[src/rtl/draw_rect_frame.sv]
// Paints a bordered rectangle into a VGA timing/RGB stream.
// Position and stop are latched once per frame at vblank start; two-stage pipeline.
module draw_rect_frame #(
    parameter int unsigned RECT_WIDTH    = 48,
    parameter int unsigned RECT_HEIGHT   = 64,
    parameter int unsigned BORDER        = 2,
    parameter logic [11:0] RECT_COLOUR   = 12'hf00,
    parameter logic [11:0] STOP_COLOUR   = 12'h0f0,
    parameter logic [11:0] BORDER_COLOUR = 12'hfff
) (
    input  logic        clk,
    input  logic        rst,
    input  logic [11:0] xpos,
    input  logic [11:0] ypos,
    input  logic        stop,
    input  logic [10:0] hcount_in,
    input  logic        hsync_in,
    input  logic        hblnk_in,
    input  logic [10:0] vcount_in,
    input  logic        vsync_in,
    input  logic        vblnk_in,
    input  logic [11:0] rgb_in,
    output logic [10:0] hcount_out,
    output logic        hsync_out,
    output logic        hblnk_out,
    output logic [10:0] vcount_out,
    output logic        vsync_out,
    output logic        vblnk_out,
    output logic [11:0] rgb_out
);

    // Wide enough that no sum below can wrap.
    localparam logic [13:0] W = 14'(RECT_WIDTH);
    localparam logic [13:0] H = 14'(RECT_HEIGHT);
    localparam logic [13:0] B = 14'(BORDER);

    logic [11:0] xcap_q, ycap_q;
    logic        stopcap_q, vblnk_prev_q;
    logic        vblnk_rise;

    logic [13:0] hc, vc, x0, y0;
    logic        inside_d, border_d;

    logic [10:0] hcount_s1, vcount_s1;
    logic        hsync_s1, hblnk_s1, vsync_s1, vblnk_s1;
    logic [11:0] rgb_s1;
    logic        inside_s1, border_s1, stop_s1;
    logic [11:0] rgb_d;

    assign vblnk_rise = vblnk_in & ~vblnk_prev_q;

    always_ff @(posedge clk or posedge rst) begin
        if (rst) begin
            xcap_q       <= '0;
            ycap_q       <= '0;
            stopcap_q    <= 1'b0;
            vblnk_prev_q <= 1'b0;
        end else begin
            vblnk_prev_q <= vblnk_in;
            if (vblnk_rise) begin
                xcap_q    <= xpos;
                ycap_q    <= ypos;
                stopcap_q <= stop;
            end
        end
    end

    assign hc = {3'b000, hcount_in};
    assign vc = {3'b000, vcount_in};
    assign x0 = {2'b00, xcap_q};
    assign y0 = {2'b00, ycap_q};

    // Far edges compare as hc+B >= x0+W so an oversized border cannot underflow.
    always_comb begin
        inside_d = (hc >= x0) && (hc < x0 + W) && (vc >= y0) && (vc < y0 + H);
        border_d = inside_d && ((hc < x0 + B) || (hc + B >= x0 + W) ||
                                (vc < y0 + B) || (vc + B >= y0 + H));
    end

    always_ff @(posedge clk or posedge rst) begin
        if (rst) begin
            hcount_s1 <= '0;
            hsync_s1  <= 1'b0;
            hblnk_s1  <= 1'b0;
            vcount_s1 <= '0;
            vsync_s1  <= 1'b0;
            vblnk_s1  <= 1'b0;
            rgb_s1    <= '0;
            inside_s1 <= 1'b0;
            border_s1 <= 1'b0;
            stop_s1   <= 1'b0;
        end else begin
            hcount_s1 <= hcount_in;
            hsync_s1  <= hsync_in;
            hblnk_s1  <= hblnk_in;
            vcount_s1 <= vcount_in;
            vsync_s1  <= vsync_in;
            vblnk_s1  <= vblnk_in;
            rgb_s1    <= rgb_in;
            inside_s1 <= inside_d;
            border_s1 <= border_d;
            stop_s1   <= stopcap_q;
        end
    end

    always_comb begin
        rgb_d = rgb_s1;
        if (hblnk_s1 || vblnk_s1) begin
            rgb_d = 12'h000;
        end else if (border_s1) begin
            rgb_d = BORDER_COLOUR;
        end else if (inside_s1) begin
            rgb_d = stop_s1 ? STOP_COLOUR : RECT_COLOUR;
        end
    end

    always_ff @(posedge clk or posedge rst) begin
        if (rst) begin
            hcount_out <= '0;
            hsync_out  <= 1'b0;
            hblnk_out  <= 1'b0;
            vcount_out <= '0;
            vsync_out  <= 1'b0;
            vblnk_out  <= 1'b0;
            rgb_out    <= '0;
        end else begin
            hcount_out <= hcount_s1;
            hsync_out  <= hsync_s1;
            hblnk_out  <= hblnk_s1;
            vcount_out <= vcount_s1;
            vsync_out  <= vsync_s1;
            vblnk_out  <= vblnk_s1;
            rgb_out    <= rgb_d;
        end
    end

endmodule

[config.mk]
export PLATFORM = sky130hd
export DESIGN_NAME = draw_rect_frame
export DESIGN_NICKNAME = d
export VERILOG_FILES = /design/src/rtl/draw_rect_frame.sv
export SDC_FILE = /design/constraint.sdc
export NUM_CORES = 1
export LEC_CHECK = 0
export ABC_AREA = 1
export CAP_MARGIN = 20
export CORE_ASPECT_RATIO = 1.75
export CORE_MARGIN = 2
export CORE_UTILIZATION = 44
export CTS_BUF_LIST = sky130_fd_sc_hd__clkbuf_4 sky130_fd_sc_hd__clkbuf_8
export CTS_CLUSTER_SIZE = 14
export DETAILED_ROUTE_END_ITERATION = 12
export GPL_ROUTABILITY_DRIVEN = 0
export PLACE_DENSITY = 0.76
export REMOVE_ABC_BUFFERS = 1
export SLEW_MARGIN = 10
export SYNTH_ARGS = -nofsm -noshare
export SYNTH_HDL_FRONTEND = slang
export SYNTH_SLANG_ARGS = --single-unit
[constraint.sdc]
create_clock -name clk -period 4.5 [get_ports clk]
set_clock_uncertainty 0.15 [all_clocks]
set_input_delay 0.675 -clock clk [delete_from_list [all_inputs] [get_ports clk]]
set_output_delay 0.675 -clock clk [all_outputs]
set_load 0.005 [all_outputs]
==> impl_metrics.env, run 1 <==
export IMPL_relSlewSlack_pct=30.0
export IMPL_diodes=0
export IMPL_critPathLaunchType="input pin"
export IMPL_grt_max_degree=77
export IMPL_cts_tree="done"
export IMPL_hpwl_mm=10.7
export IMPL_via_per_inst=4.94
export IMPL_post_cts_buffers=0
export IMPL_cp_max_fo=6
export IMPL_avgSynthCellArea_um2=9.07
export IMPL_wl_per_cell_um=14.0
export IMPL_htree_num_levels=3
export IMPL_worstPathRequired_ns=4.64
export IMPL_min_from="vcount_s1[10]"
export IMPL_clock_latency_ns=0.38
export IMPL_ys_flop_type="dfrtp_1"
export IMPL_tightest_slew_ns=1.05
export IMPL_maxSlewViolCount=0
export IMPL_via_count=4652
export IMPL_wl_met2_mm=7.69
export IMPL_top_layer_used="met4"
export IMPL_fin_crit_ns=2.98
export IMPL_most_common_layout_cells="109 x nand2_1, 104 x dfrtp_1, 102 x clkdlybuf4s50_1"
export IMPL_crit_slowest_cell="clkdlybuf4s50_1"
export IMPL_cts_resized=0
export IMPL_max_vdd_ir_drop_mv=0.139
export IMPL_first_pass_iters=4
export IMPL_endpoint_kind="register"
export IMPL_synth_largest_area_cell="dfrtp_1"
export IMPL_cts_sinks=104
export IMPL_die_h_um=157
export IMPL_hold_depth=0
export IMPL_ys_top_cells_by_area="dfrtp_1 44%, ha_1 18%, nand2_1 6.9%"
export IMPL_worstPathCellList="clkdlybuf4s50_1 > nand3_1 > nand3b_1 > nor2_1 > nand2_1 > xor2_1 > inv_1 > ha_1 > nand4_1 > nor3_1 > nor2_1 > nand2_1 > nand2_1 > nand3_1 > nor2_1 > a21oi_1"
export IMPL_worst_ep_arrival_time_ns=3.12
export IMPL_power_density_nw_per_um2=315
export IMPL_antenna_left=0
export IMPL_drv_cap=0
export IMPL_dp_cells=926
export IMPL_async_flop_share_pct=100
export IMPL_crit_start="hcount_in[3]"
export IMPL_synth_edf_count=0
export IMPL_port_buffer_count=102
export IMPL_yosys_warnings=0
export IMPL_synth_seq_cells=104
export IMPL_cts_root_buf="clkbuf_8"
export IMPL_layout_commonest_cell="nand2_1"
export IMPL_die_w_um=91.6
export IMPL_timing_rr_start="xcap_q[4]"
export IMPL_ys_types=33
export IMPL_r2r_cells=13
export IMPL_crit_type="in -> reg"
export IMPL_initial_core_util_pct=44.6
export IMPL_ios=103
export IMPL_clk_pin_slew_ns=0.09
export IMPL_grt_antenna_before_repair=0
export IMPL_dr_wl_met3_um=323
export IMPL_synth_top_area_share_pct=44.1
export IMPL_setup_violations_final=0
export IMPL_outcome="finished, final reports clean"
export IMPL_finalCritPeriodShare_pct=66.1
export IMPL_finalSetupTns_ns=0
export IMPL_overflow=0
export IMPL_holdBufCountCts=0
export IMPL_drc=0
export IMPL_grt_pass1_wl_mm=22.2
export IMPL_min_to="vcount_out[10]"
export IMPL_cts_buffer_depth=2
export IMPL_critical_path_max_stage_delay_ns=0.59
export IMPL_dieArea_um2=14400
export IMPL_grt_use_total_pct=19.7
export IMPL_leakagePower_nw=3.73
export IMPL_num_rows=56
export IMPL_timing_fmax_ghz=0.336
export IMPL_rsz0062_at_grt="false"
export IMPL_layout_drive_gt1_share_pct=5.34
export IMPL_area_growth_pct=24.3
export IMPL_drt_iter0_drc=130
export IMPL_final_cells=942
export IMPL_fp_coreArea_um2=13200
export IMPL_cts_buffers=9
export IMPL_wl_mm=13.2
export IMPL_wl_met1_mm=4.72
export IMPL_hold_class="reg -> reg"
export IMPL_hold_viol=0
export IMPL_grt_pass1_vias=4725
export IMPL_r2r_setup_slack_ns=1.58
export IMPL_syn_inst=651
export IMPL_reg2reg_to="border_s1"
export IMPL_nets=911
export IMPL_netlist_area_um2=5900
export IMPL_yosysSeqAreaShare_pct=44.1
## state kept, by name, indices dropped and copies added (netlist names), 11 cells and up
signal / count
vcount_out: 11
rgb_out: 12
ycap_q: 12
hcount_s1: 11
rgb_s1: 12
hcount_out: 11
xcap_q: 12
vcount_s1: 11
## area by class of cell
cell class / instances / area [um^2]
fillers: 1213 / 5900
multi-input cells: 451 / 2940
flip-flops and latches: 104 / 2600
repair buffers: 107 / 1060
inverters: 90 / 340
well taps: 174 / 218
clock buffers: 9 / 124
clock inverters: 7 / 58.8
## worst max-delay path by stage
stage               slack [ns]         to  depth (start not counted)
global route              1.30  border_s1                         15
finish                    1.52  border_s1                         16
CTS                       1.54  border_s1                         16
global placement          1.23  border_s1                         16
floorplan                 0.94  border_s1                          1
detailed placement        1.14  border_s1                         16
## critical path: cells and delay by family
| family | cells | cell delay (ns) |
|---|---|---|
| and+or+nand+nor | 11 | 1.21 |
| AOI/OAI and AO/OA | 1 | 0.13 |
| adders and majority gates | 1 | 0.31 |
| buffers and inverters | 2 | 0.65 |
| xor gates and xnor gates | 1 | 0.14 |
## cell families (layout without fill, tap and decap cells)
| kind of cell | count (synthesis) | in the layout | synth area share, % |
|---|---|---|---|
| mux | 3 | 3 | 0.572 |
| buf+inv | 96 | 213 | 6.19 |
| fa+ha+maj | 83 | 83 | 17.6 |
| compound gates | 85 | 85 | 7.37 |
| simple gates | 242 | 242 | 18.6 |
| xor+xnor | 38 | 38 | 5.64 |
| flops | 104 | 104 | 44.1 |
## synth_stat cells (2+ instances only)
library cell    n
dfrtp_1       104
o21ai_0        20
nand4_1        11
nand2_1       109
xnor2_1         4
nor3b_1         2
nor2_2          2
nand2_2         3
o21bai_1        2
nand3b_1        3
clkinv_1        3
inv_1          86
mux2_2          3
ha_1           83
nand3_2         3
nor3_1         10
nor2_4          3
a21oi_1        61
nor2_1         58
nand3_1        33
buf_1           3
xor2_1         34
## report_power, final
part           switching, W  leakage (nW)  internal (W)  total [W]
registers         0.0000496          1.22      0.000998    0.00105
clock network      0.000342        0.0929      0.000212   0.000555
logic              0.000399          2.41      0.000310   0.000708
## routing by layer
layer | GRT usage [%] | up-vias
met5 | 0 | -
met4 | 8.95 | 0
met3 | 2.87 | 29
met2 | 38.9 | 93
met1 | 19.9 | 2187
li1 | - | 2343
## per-stage QoR
step	hold WS, ns	total power [W]	worst slack, ns	util [%]	cell area (um^2)
floorplan	0.181	0.00152	0.943	-	5880
global placement	0.181	0.00176	1.23	54.0	7160
detailed placement	0.185	0.00178	1.14	54.0	7160
CTS	0.208	0.00235	1.54	55.4	7340
global route	0.216	0.00250	1.30	55.4	7340
finish	0.205	0.00231	1.52	55.4	7340
Power figures use the tool's default switching activity.
==> inputs of run 2 (changes only) <==
- clock period: 4.5 -> 3.1 ns (I/O delays scaled with it)
==> run 2 against run 1 <==
Final area grew 1.6%. Die area unchanged. Worst setup slack worse by 1.1 ns. Combinational power increased by 48%. Via count rose by 1.4%. Critical path type unchanged. Largest power group unchanged.
==> impl_metrics.env, run 2 (same netlist as run 1, synthesis figures left out) <==
export IMPL_antenna_left=0
export IMPL_most_common_layout_cells="109 x nand2_1, 104 x dfrtp_1, 102 x clkdlybuf4s50_1"
export IMPL_relSlewSlack_pct=55.6
export IMPL_grt_use_total_pct=19.8
export IMPL_nets=923
export IMPL_leakagePower_nw=3.80
export IMPL_cp_max_fo=5
export IMPL_worst_ep_arrival_time_ns=2.86
export IMPL_fp_coreArea_um2=13200
export IMPL_maxSlewViolCount=0
export IMPL_layout_drive_gt1_share_pct=6.79
export IMPL_finalCritPeriodShare_pct=87.2
export IMPL_power_density_nw_per_um2=456
export IMPL_cts_buffer_depth=2
export IMPL_grt_pass1_wl_mm=22.3
export IMPL_cts_buffers=9
export IMPL_critical_path_max_stage_delay_ns=0.56
export IMPL_via_count=4718
export IMPL_hold_viol=0
export IMPL_grt_pass1_vias=4785
export IMPL_tightest_slew_ns=0.664
export IMPL_endpoint_kind="register"
export IMPL_hold_class="reg -> reg"
export IMPL_port_buffer_count=102
export IMPL_setup_violations_final=0
export IMPL_final_util_pct=56.3
export IMPL_htree_num_levels=3
export IMPL_worstPathRequired_ns=3.26
export IMPL_drv_cap=0
export IMPL_first_pass_iters=4
export IMPL_outcome="finished, final reports clean"
export IMPL_fin_crit_ns=2.70
export IMPL_drc=0
export IMPL_wl_mm=13.2
export IMPL_drt_iter0_drc=108
export IMPL_holdBufCountCts=0
export IMPL_clock_latency_ns=0.37
export IMPL_timing_fmax_ghz=0.370
export IMPL_cts_tree="done"
export IMPL_hpwl_mm=10.9
export IMPL_dieArea_um2=14400
export IMPL_worstPathCellList="clkdlybuf4s50_1 > nand3_1 > nand3b_1 > nor2_1 > nand2_1 > xor2_1 > inv_1 > ha_1 > nand4_1 > nor3_1 > nor2_1 > nand2_1 > nand2_1 > nand3_1 > nor2_1 > a21oi_1"
export IMPL_cts_root_buf="clkbuf_8"
export IMPL_grt_antenna_before_repair=0
export IMPL_overflow=0
export IMPL_critPathLaunchType="input pin"
export IMPL_max_vdd_ir_drop_mv=0.252
export IMPL_clk_pin_slew_ns=0.11
export IMPL_area_growth_pct=26.3
export IMPL_num_rows=56
export IMPL_wl_per_cell_um=13.9
export IMPL_die_h_um=157
export IMPL_diodes=0
export IMPL_total_power_w=0.00340
export IMPL_n_fill_cell=1165
export IMPL_rsz0062_at_grt="false"
export IMPL_crit_slowest_cell="clkdlybuf4s50_1"
export IMPL_ios=103
export IMPL_die_w_um=91.6
export IMPL_finalSetupTns_ns=0
export IMPL_cts_sinks=104
export IMPL_grt_max_degree=40
export IMPL_crit_type="in -> reg"
export IMPL_initial_core_util_pct=44.6
export IMPL_via_per_inst=4.95
export IMPL_layout_commonest_cell="nand2_1"
==> run 2: per-stage QoR <==
step / cells / area, um^2 / worst slack [ns] / hold WS, ns
floorplan: 645 / 5880 / -0.247 / 0.181
global placement: 938 / 7260 / 0.0995 / 0.183
detailed placement: 938 / 7260 / 0.0212 / 0.185
CTS: 954 / 7460 / 0.327 / 0.206
global route: 954 / 7460 / 0.0842 / 0.217
finish: 954 / 7460 / 0.398 / 0.204
==> run 2: final timing paths <==
path,depth (start not counted),slack (ns),start,endpoint
max in group asynchronous,3,1.93,rst,rgb_s1[4]
setup reg to reg,13,0.42,xcap_q[5],border_s1
setup / recovery,16,0.40,hcount_in[2],border_s1
hold reg to reg,0,0.20,hcount_s1[0],hcount_out[0]
hold / removal,0,0.20,hcount_s1[0],hcount_out[0]
min in group asynchronous,2,0.29,rst,border_s1
==> run 2: report_power, final <==
part | leakage, nW | switching [W] | internal [W] | total [W]
logic | 2.47 | 0.000589 | 0.000462 | 0.00105
clock network | 0.102 | 0.000500 | 0.000335 | 0.000836
registers | 1.22 | 0.0000660 | 0.00145 | 0.00151
total | 3.80 | 0.00116 | 0.00225 | 0.00340
==> run 2: worst max-delay path, delay by kind of cell <==
kind	cells	cell delay, ns
buffers and inverters	2	0.62
and+or+nand+nor	11	1.21
xor gates and xnor gates	1	0.13
AOI/OAI and AO/OA	1	0.11
adders and majority gates	1	0.31
==> run 2: layout make-up <==
type | count | area [um^2] | area share (%)
Clock buffer | 10 | 138 | 1.85
Timing Repair Buffer | 119 | 1160 | 15.6
Clock inverter | 6 | 60.1 | 0.806
Tap cell | 174 | 218 | 2.92
Inverter | 90 | 340 | 4.56
Multi-Input combinational cell | 451 | 2940 | 39.4
Sequential cell | 104 | 2600 | 34.9
==> run 2: layer usage <==
layer	vias up	wire, um	part of all wire (%)	global-route usage [%]
met1	2200	4650	35	20.0
met4	0	630	4.8	12.0
met3	40	430	3.2	3.54
li1	2367	-	-	-
met2	111	7530	57	37.1
met5	-	0	0	0
==> run 2: what timing repair did <==
action                                  4_1_cts  5_1_grt
endpoints found under the setup margin        0        1
resized for setup                             0        1
setup buffers                                 0        0
